### src/rtl/score_keeper_if.sv
// rtl/score_keeper_if.sv - game inputs (positions, controls) and score/status outputs of score_keeper
interface score_keeper_if #(
  parameter int SCORE_W = 8,
  parameter int COORD_W = 10
);
  logic               new_game;
  logic [SCORE_W-1:0] max_score;
  logic [COORD_W-1:0] xball;
  logic [COORD_W-1:0] yball;
  logic [COORD_W-1:0] bar_x;
  logic [COORD_W-1:0] bar_len;
  logic [COORD_W-1:0] radius;
  logic [SCORE_W-1:0] score;
  logic [3:0]         lives;
  logic [1:0]         state;
  logic               caught;
  logic               missed;
  logic               ball_reset;
  logic               win;
  logic               game_over;

  modport master (
    output new_game, max_score, xball, yball, bar_x, bar_len, radius,
    input  score, lives, state, caught, missed, ball_reset, win, game_over
  );

  modport slave (
    input  new_game, max_score, xball, yball, bar_x, bar_len, radius,
    output score, lives, state, caught, missed, ball_reset, win, game_over
  );
endinterface

### src/rtl/score_keeper.sv
// rtl/score_keeper.sv - catch/miss detection, saturating score, lives and game FSM; optional STREAK_BONUS_EN
module score_keeper #(
  parameter int SCORE_W    = 8,
  parameter int COORD_W    = 10,
  parameter int LIVES      = 3,
  parameter int FLOOR_Y    = 455,
  parameter int STREAK_LEN = 5
) (
  input  logic          clk,
  input  logic          rst_n,
  score_keeper_if.slave bus
);

  typedef enum logic [1:0] {
    S_IDLE = 2'b00,
    S_PLAY = 2'b01,
    S_WIN  = 2'b10,
    S_OVER = 2'b11
  } state_t;

  localparam logic [3:0]         LIVES_INIT = 4'(LIVES);
  localparam logic [COORD_W-1:0] FLOOR      = COORD_W'(FLOOR_Y);
  localparam logic [SCORE_W:0]   SCORE_TOP  = {1'b0, {SCORE_W{1'b1}}};

  state_t             state_q, state_d;
  logic [SCORE_W-1:0] score_q, score_d;
  logic [3:0]         lives_q, lives_d;
  logic               zone, zone_q, zone_d;
  logic               event_w;
  logic               hit;
  logic               caught_q, caught_d;
  logic               missed_q, missed_d;
  logic [1:0]         inc;

`ifdef STREAK_BONUS_EN
  localparam int STREAK_W = $clog2(STREAK_LEN + 1);
  logic [STREAK_W-1:0] streak_q, streak_d, streak_inc;
  assign streak_inc = streak_q + 1'b1;
`endif

  // Geometry carried one bit wider so xball+radius and bar_x+bar_len cannot wrap
  logic [COORD_W:0] x_ext, r_ext, left, right, bar_l, bar_r;
  assign x_ext = {1'b0, bus.xball};
  assign r_ext = {1'b0, bus.radius};
  assign bar_l = {1'b0, bus.bar_x};
  assign bar_r = bar_l + {1'b0, bus.bar_len};
  assign left  = (x_ext < r_ext) ? '0 : (x_ext - r_ext);
  assign right = x_ext + r_ext;
  assign hit   = (left >= bar_l) && (right <= bar_r);

  // One event per descent: only the cycle the ball first enters the catch zone
  assign zone    = (bus.yball >= FLOOR);
  assign event_w = zone && !zone_q;

  function automatic logic [SCORE_W-1:0] sat_add(input logic [SCORE_W-1:0] s, input logic [1:0] d);
    logic [SCORE_W:0] sum;
    sum = {1'b0, s} + (SCORE_W+1)'(d);
    return (sum > SCORE_TOP) ? SCORE_TOP[SCORE_W-1:0] : sum[SCORE_W-1:0];
  endfunction

  // Next-state and next-value logic; new_game overrides every state
  always_comb begin
    state_d  = state_q;
    score_d  = score_q;
    lives_d  = lives_q;
    zone_d   = zone;
    caught_d = 1'b0;
    missed_d = 1'b0;
    inc      = 2'd1;
`ifdef STREAK_BONUS_EN
    streak_d = streak_q;
`endif
    if (bus.new_game) begin
      state_d = S_PLAY;
      score_d = '0;
      lives_d = LIVES_INIT;
      zone_d  = 1'b1;
`ifdef STREAK_BONUS_EN
      streak_d = '0;
`endif
    end else begin
      case (state_q)
        S_PLAY: begin
          if (score_q >= bus.max_score) begin
            state_d = S_WIN;
          end else if (event_w) begin
            if (hit) begin
              caught_d = 1'b1;
`ifdef STREAK_BONUS_EN
              if (streak_inc == STREAK_W'(STREAK_LEN)) begin
                inc      = 2'd2;
                streak_d = '0;
              end else begin
                streak_d = streak_inc;
              end
`endif
              score_d = sat_add(score_q, inc);
            end else begin
              missed_d = 1'b1;
              lives_d  = lives_q - 4'd1;
`ifdef STREAK_BONUS_EN
              streak_d = '0;
`endif
              if (lives_q == 4'd1) begin
                state_d = S_OVER;
              end
            end
          end
        end
        default: begin
        end
      endcase
    end
  end

  // State, score, lives, zone history and event pulse registers
  always_ff @(posedge clk or negedge rst_n) begin
    if (!rst_n) begin
      state_q  <= S_IDLE;
      score_q  <= '0;
      lives_q  <= LIVES_INIT;
      zone_q   <= 1'b1;
      caught_q <= 1'b0;
      missed_q <= 1'b0;
    end else begin
      state_q  <= state_d;
      score_q  <= score_d;
      lives_q  <= lives_d;
      zone_q   <= zone_d;
      caught_q <= caught_d;
      missed_q <= missed_d;
    end
  end

`ifdef STREAK_BONUS_EN
  // Consecutive-catch counter for the bonus
  always_ff @(posedge clk or negedge rst_n) begin
    if (!rst_n) begin
      streak_q <= '0;
    end else begin
      streak_q <= streak_d;
    end
  end
`endif

  assign bus.score      = score_q;
  assign bus.lives      = lives_q;
  assign bus.state      = state_q;
  assign bus.caught     = caught_q;
  assign bus.missed     = missed_q;
  assign bus.ball_reset = missed_q;
  assign bus.win        = (state_q == S_WIN);
  assign bus.game_over  = (state_q == S_OVER);

endmodule

### src/flat_wrapper.sv
// flat-port wrapper written by rule: the top's interface ports become plain ports
module score_keeper_flat 
#(
  parameter int SCORE_W    = 8,
  parameter int COORD_W    = 10,
  parameter int LIVES      = 3,
  parameter int FLOOR_Y    = 455,
  parameter int STREAK_LEN = 5
)
  (clk, rst_n, bus_new_game, bus_max_score, bus_xball, bus_yball, bus_bar_x, bus_bar_len, bus_radius, bus_score, bus_lives, bus_state, bus_caught, bus_missed, bus_ball_reset, bus_win, bus_game_over);
  score_keeper_if #(.SCORE_W(SCORE_W), .COORD_W(COORD_W)) bus_i ();
  input  logic clk;
  input  logic rst_n;
  input wire logic [$bits(bus_i.new_game)-1:0] bus_new_game;
  input wire logic [$bits(bus_i.max_score)-1:0] bus_max_score;
  input wire logic [$bits(bus_i.xball)-1:0] bus_xball;
  input wire logic [$bits(bus_i.yball)-1:0] bus_yball;
  input wire logic [$bits(bus_i.bar_x)-1:0] bus_bar_x;
  input wire logic [$bits(bus_i.bar_len)-1:0] bus_bar_len;
  input wire logic [$bits(bus_i.radius)-1:0] bus_radius;
  output wire logic [$bits(bus_i.score)-1:0] bus_score;
  output wire logic [$bits(bus_i.lives)-1:0] bus_lives;
  output wire logic [$bits(bus_i.state)-1:0] bus_state;
  output wire logic [$bits(bus_i.caught)-1:0] bus_caught;
  output wire logic [$bits(bus_i.missed)-1:0] bus_missed;
  output wire logic [$bits(bus_i.ball_reset)-1:0] bus_ball_reset;
  output wire logic [$bits(bus_i.win)-1:0] bus_win;
  output wire logic [$bits(bus_i.game_over)-1:0] bus_game_over;
  assign bus_i.new_game = bus_new_game;
  assign bus_i.max_score = bus_max_score;
  assign bus_i.xball = bus_xball;
  assign bus_i.yball = bus_yball;
  assign bus_i.bar_x = bus_bar_x;
  assign bus_i.bar_len = bus_bar_len;
  assign bus_i.radius = bus_radius;
  assign bus_score = bus_i.score;
  assign bus_lives = bus_i.lives;
  assign bus_state = bus_i.state;
  assign bus_caught = bus_i.caught;
  assign bus_missed = bus_i.missed;
  assign bus_ball_reset = bus_i.ball_reset;
  assign bus_win = bus_i.win;
  assign bus_game_over = bus_i.game_over;
  score_keeper #(.SCORE_W(SCORE_W), .COORD_W(COORD_W), .LIVES(LIVES), .FLOOR_Y(FLOOR_Y), .STREAK_LEN(STREAK_LEN)) u_core (.clk(clk), .rst_n(rst_n), .bus(bus_i));
endmodule
### config.mk
export PLATFORM = sky130hd
export DESIGN_NAME = score_keeper_flat
export DESIGN_NICKNAME = d
export VERILOG_FILES = /design/src/rtl/score_keeper_if.sv /design/src/rtl/score_keeper.sv /design/src/flat_wrapper.sv
export SDC_FILE = /design/constraint.sdc
export NUM_CORES = 1
export LEC_CHECK = 0
export CAP_MARGIN = 30
export CORE_ASPECT_RATIO = 2
export CORE_MARGIN = 2
export CORE_UTILIZATION = 45
export DETAILED_ROUTE_END_ITERATION = 12
export DONT_BUFFER_PORTS = 1
export PLACE_DENSITY = 0.7
export SLEW_MARGIN = 20
export SYNTH_ARGS = -nofsm -noshare
export SYNTH_HDL_FRONTEND = slang
export SYNTH_SLANG_ARGS = --single-unit
### constraint.sdc
create_clock -name clk -period 7.5 [get_ports clk]
set_clock_uncertainty 0.05 [all_clocks]
set_input_delay 1.125 -clock clk [delete_from_list [all_inputs] [get_ports clk]]
set_output_delay 1.125 -clock clk [all_outputs]
set_load 0.005 [all_outputs]
* After elaboration in Yosys (flattened, before gate mapping) *
Index checks and enable logic that the tools add are counted.

word-level totals
  logic and storage cells = 64
  output and inout port bits = 19
  bits in registers = 17

cells by class
  add/subtract/negate cells = 5
  equal/unequal tests = 7
  magnitude comparators = 6
  multiplexer cells = 29
  reduce and logical (&&, ||, !) cells = 11

operator list
  cell                                                                number
  two-way mux 8 bit                                                   6
  adder 10 x 10 -> 11 bit                                             2
  two-way mux 4 bit                                                   5
  two-way mux 2 bit                                                   6
  AND reduction 4 bit                                                 3
  greater-or-equal comparator 11 x 10 -> 1 bit                        1
  less-or-equal comparator 11 bit                                     1
  two-way mux 1 bit                                                   11
  two-way mux 11 bit                                                  1
  subtractor 10 x 10 -> 11 bit                                        1
  greater-or-equal comparator 10 x 9 -> 1 bit, second input constant  1
  < comparator 10 bit                                                 1
  adder 8 x 1 -> 9 bit, second input constant                         1
  > comparator 9 x 8 -> 1 bit, second input constant                  1
  greater-or-equal comparator 8 bit                                   1
  nonzero test 2 bit                                                  3
  nonzero test 3 bit                                                  2
  equality test 2 bit, second input constant                          2
  equality test 4 x 1 -> 1 bit, second input constant                 1
  != test 2 bit, second input constant                                2
  subtractor 4 x 1 -> 4 bit, second input constant                    1
  != test 3 bit, second input constant                                1
  equality test 2 x 1 -> 1 bit, second input constant                 1
  logical AND 1 bit                                                   2
  logical NOT 1 bit                                                   1

* Logic depth before layout (Yosys ltp) *
  word-level depth = 9
  mapped depth = 19
  gate-level depth less buffers = 18

* Worst setup path before layout *
Ideal clock, no wire load.

  kind = input -> register
  start = input bus_bar_len[1]
  end = register u_core.lives_q[3], in the netlist u_core.bus.lives[3]
  stages on the path = 16
  arrival = 4564 ps
  setup time = 79 ps
  data required time = 7371 ps
  path buffers = 0
  path slack = 2807 ps
  cell sequence = ha_1 > a21o_1 > a21oi_1 > o21ai_0 > or4_1 > a31o_2 > a21oi_1 > xor2_1 > ha_1 > nand4_1 > nor2_1 > o221ai_1 > a22oi_1 > a21oi_1 > or4_1 > a21oi_1

between the ends
  cells in the longest elaborated chain, start to end = 5

RTL lines
  item                                  line                 RTL
  start, declared                       flat_wrapper.sv:19   input wire logic [$bits(bus_i.bar_len)-1:0] bus_bar_len;
  adder 10 x 10 -> 11 bit               score_keeper.sv:46   assign bar_r = bar_l + {1'b0, bus.bar_len};
  less-or-equal comparator 11 bit       score_keeper.sv:49   assign hit = (left >= bar_l) && (right <= bar_r);
  logical AND 1 bit                     score_keeper.sv:49
  != test 2 bit (no source line)        --
  AND reduction 4 bit (no source line)  --
  end signal, assigned                  score_keeper.sv:128  lives_q <= lives_d;
  end, declared                         score_keeper.sv:27   logic [3:0] lives_q, lives_d;

No other way between the ends.
A chain may end at the register's enable or synchronous reset.

* Final worst setup path *
  start = input bus_bar_len[1]
  end = register u_core.score_q[2], in the netlist u_core.bus.score[2]

between the ends
  cells in the longest elaborated chain, start to end = 5

RTL lines
  item                                  line                 RTL
  adder 10 x 10 -> 11 bit               score_keeper.sv:46
  less-or-equal comparator 11 bit       score_keeper.sv:49
  logical AND 1 bit                     score_keeper.sv:49
  nonzero test 2 bit (no source line)   --
  AND reduction 4 bit (no source line)  --
  end signal, assigned                  score_keeper.sv:127  score_q <= score_d;
  end, declared                         score_keeper.sv:26   logic [SCORE_W-1:0] score_q, score_d;

No other way between the ends.

==> key figures <==
STA
  – Final Hold Fails: 0
  – Worst Slack Setup Final: 2.67 ns
  – Final setup fails: 0
  – RSZ-0062 raised after global routing: no
  – Period Utilization, post-route: roughly 64%
  – Slew margin rel.: 61.3%
  – Fmax: about 210 MHz
  – Minimum period implied by the final worst setup slack: a little under 5 ns
  – TNS Setup: 0 ns
  – Fin. max-slew vios: 0
  – Worst Tran Pin Value: 0.579 ns

Route
  – Drt via density: 5.49
  – Vias post-DR: approximately 2.5k
  – Final wirelength: between 5000 and 6000 microns
  – WL per Instance: approximately 13 microns
  – TritonRoute pass-1 iters: 4
  – # DRC: 0
  – Antenna-violating nets left: 0
  – 1st-iter DRT viols: 110

Die
  – Die height: 119 microns
  – Std-Cell Rows: between 40 and 50
  – Number of I/O pins: 80
  – Die span in x: about 62 microns
  – Die area: roughly 7300 sq um
  – Starting Density: between 40% and 50%
  – Core Box Area: 6520 sq um

Clocking
  – H-tree Lvls: 1
  – Clk_lat worst skew: 0.25 ns
  – Root Buffer Master: clkbuf_16
  – Post-CTS Hold Fix Bufs: 0
  – Inserted Clock Buffers: 3
  – Setup bufs post-CTS: 0
  – CTS sink count: 17
  – CTS resizes: 0
  – Clock-pin slew on the worst setup and hold paths: about 0.05 ns
  – CTS tree: done
  – Worst-case clock buffer depth: 2

Placed design
  – Dpl cells: around 450
  – Pre-CTS setup slack: 2.34 ns
  – Hpwl dp: roughly 5100 microns
  – RD Place Congestion: just over 0.8
  – Number of port buffers: 0

Job
  – Max-cap violations: 0

Worst hold path
  – Sink of the worst hold path: u_core.bus.lives[0]$_DFFE_PN1P_
  – WHS Path Cells: 2
  – Worst hold path class: flop to flop
  – Hold path start: u_core.bus.lives[0]$_DFFE_PN1P_

Synth
  – Number of synthesized flops with an enable pin: 0
  – FF+latch count, synth: 17
  – Top post-synthesis cells by area: ha_1 26%, dfrtp_1 12%, inv_1 5.7%
  – Register area share after synthesis: ~14%
  – Synthesized cell area: 2990 sq um
  – Mapped Cells: 367
  – Total nets after synthesis: roughly 500
  – Top-count cell post-synth: ha_1
  – Ys flop type: dfrtp_1
  – Count of cell types in the netlist: 57
  – Synth Warn #: 0
  – Syn avg cell area: ~8 sq um
  – Most instantiated cells after synthesis: 63 x ha_1, 45 x inv_1, 30 x nor2_1
  – Synth top area share: between 20% and 30%
  – Synth area leader: ha_1
  – Async S/R FF share, synth: between 90% and 100%

Power and ir drop
  – Total power: 396 uW
  – Pwr dens: between 100 and 150 nW/um^2
  – IR drop worst, VDD: approximately 0.000066 V
  – Leak pwr: between 1.5 and 2 nW

Cells and area
  – FF/Latch Area: between 400 and 500 sq um
  – Final Non-Filler Cells: 449
  – Area growth syn-to-layout: 3.85%
  – Antenna Cells: 0
  – Post-layout nets: slightly below 500
  – Layout cells sized above 1: under 10%
  – Fillers: 654
  – Area of the multi-input gates: between 2000 and 2500 sq um
  – Final cell utilization of the core: approximately 48%

GRT
  – M2 GR Usage: around 28%
  – Met1 Use GR: between 20 and 25%
  – Met3 Use GR: under 10%
  – Initial antenna violation count: 0
  – Vias in the first global route: approximately 2.4k
  – Largest net degree at the start of global routing: 18
  – Gr busiest metal: met2
  – Remaining Overflow, GRT: 0
  – First-pass GRT wire length: a little under 10,000 microns
  – All-Layer GR Usage: 16.4%

Critical path
  – Critical path class: primary input to flop
  – Most used cell, CP: a21oi_1
  – Critical Path AT: approximately 5 ns
  – Setup crit end kind: flop
  – Type of origin of the critical path: primary input
  – Worst path top cell family by delay: compound AO/OA/AOI/OAI gates
  – Reg2reg setup slack: about 4.3 ns
  – Crit-path cells: ha_1 -> a21o_1 -> a21oi_1 -> o21ai_0 -> or4_1 -> a31o_2 -> a21oi_1 -> xor2_1 -> ha_1 -> a21oi_1 -> nand2_1 -> a211oi_1 -> a22oi_1 -> a211oi_4 -> and2_2 -> a311oi_2
  – WP data required: approximately 7.6 ns
  – Reg2reg end: u_core.bus.score[2]$_DFFE_PN0P_
  – Worst path bufs/invs: 0
  – Critical Path Fanout Max: 13
  – Worst r2r src: u_core.bus.score[0]$_DFFE_PN0P_
  – R2R cell count: 9
  – Slowest cell on crit path: a211oi_4
  – Worst path max stage delay: 0.56 ns

Outcome
  – Status: finished, final reports clean
[where the power goes]
part / switching [mW] / total (mW) / internal [mW]
combinational: 0.109 / 0.193 / 0.0839
sequential: 0.00223 / 0.0965 / 0.0943
clock: 0.0348 / 0.107 / 0.0721
[layout make-up]
type,instances,area share [%]
inverters,45,5.45
flip-flops and latches,17,13.8
well taps,88,3.55
multi-input cells,295,74.6
clock buffers,4,2.54
[state kept, by name, summed over array words and instances, names as in the netlist]
name	count
u_core.bus.score	8
u_core.bus.caught	1
u_core.bus.ball_reset	1
u_core.zone_q	1
u_core.bus.state	2
u_core.bus.lives	4
[worst reg2reg max path, delay by kind of cell (launching register included)]
| kind | cells | cell delay, ns |
|---|---|---|
| fa+ha+maj | 1 | 0.29 |
| simple gates | 3 | 1.06 |
| compound gates | 4 | 1.11 |
| flops | 1 | 0.47 |
| buf+inv | 1 | 0.10 |
[how the worst max path moves through the flow]
stage	from	to	slack [ns]	depth (start not counted)
5_1_grt	bus_bar_len[1]	u_core.bus.score[7]$_DFFE_PN0P_	2.30	16
6_report	bus_bar_len[1]	u_core.bus.score[2]$_DFFE_PN0P_	2.67	16
2_1_floorplan	bus_bar_len[1]	u_core.bus.lives[3]$_DFFE_PN0P_	2.81	16
4_1_cts	bus_bar_len[1]	u_core.bus.score[7]$_DFFE_PN0P_	2.61	16
3_3_place_gp	bus_bar_len[1]	u_core.bus.score[2]$_DFFE_PN0P_	2.49	16
3_5_place_dp	bus_bar_len[1]	u_core.bus.score[7]$_DFFE_PN0P_	2.34	16
[metrics by stage]
step	hold WS, ns	instance area (sq um)
floorplan	0.465	2990
global placement	0.505	3020
detailed placement	0.495	3020
CTS	0.503	3100
global route	0.511	3100
finish	0.503	3100
[per-layer routing]
layer  part of all wire (%)  up-vias
li1                       -     1304
met1                     46     1109
met2                     49       48
met3                    4.3        4
met4                   0.37        0
met5                      0        -
[logic make-up after synthesis]
group	after synthesis	synth area share (%)
AOI/OAI and AO/OA	101	24.8
and+or+nand+nor	107	18.1
adders and majority gates	66	28.4
muxes	1	0.335
xor gates and xnor gates	20	5.86
DFF	17	14.4
buffers and inverters	55	8.13
[cells in the final DEF (no fill, tap or decap), types with 6 or more instances in the layout]
cell	synthesis	final
inv_1	45	45
xor2_1	10	10
a21oi_1	28	28
ha_1	63	63
a211oi_1	9	9
o21ai_0	16	16
dfrtp_1	14	14
nand2_1	21	21
and3_1	6	6
xnor2_1	10	10
o21bai_1	7	7
nand3_1	10	10
a21o_1	8	8
nor3_1	8	8
nor2_1	30	30
No activity file was read; power rests on OpenSTA's default activity.
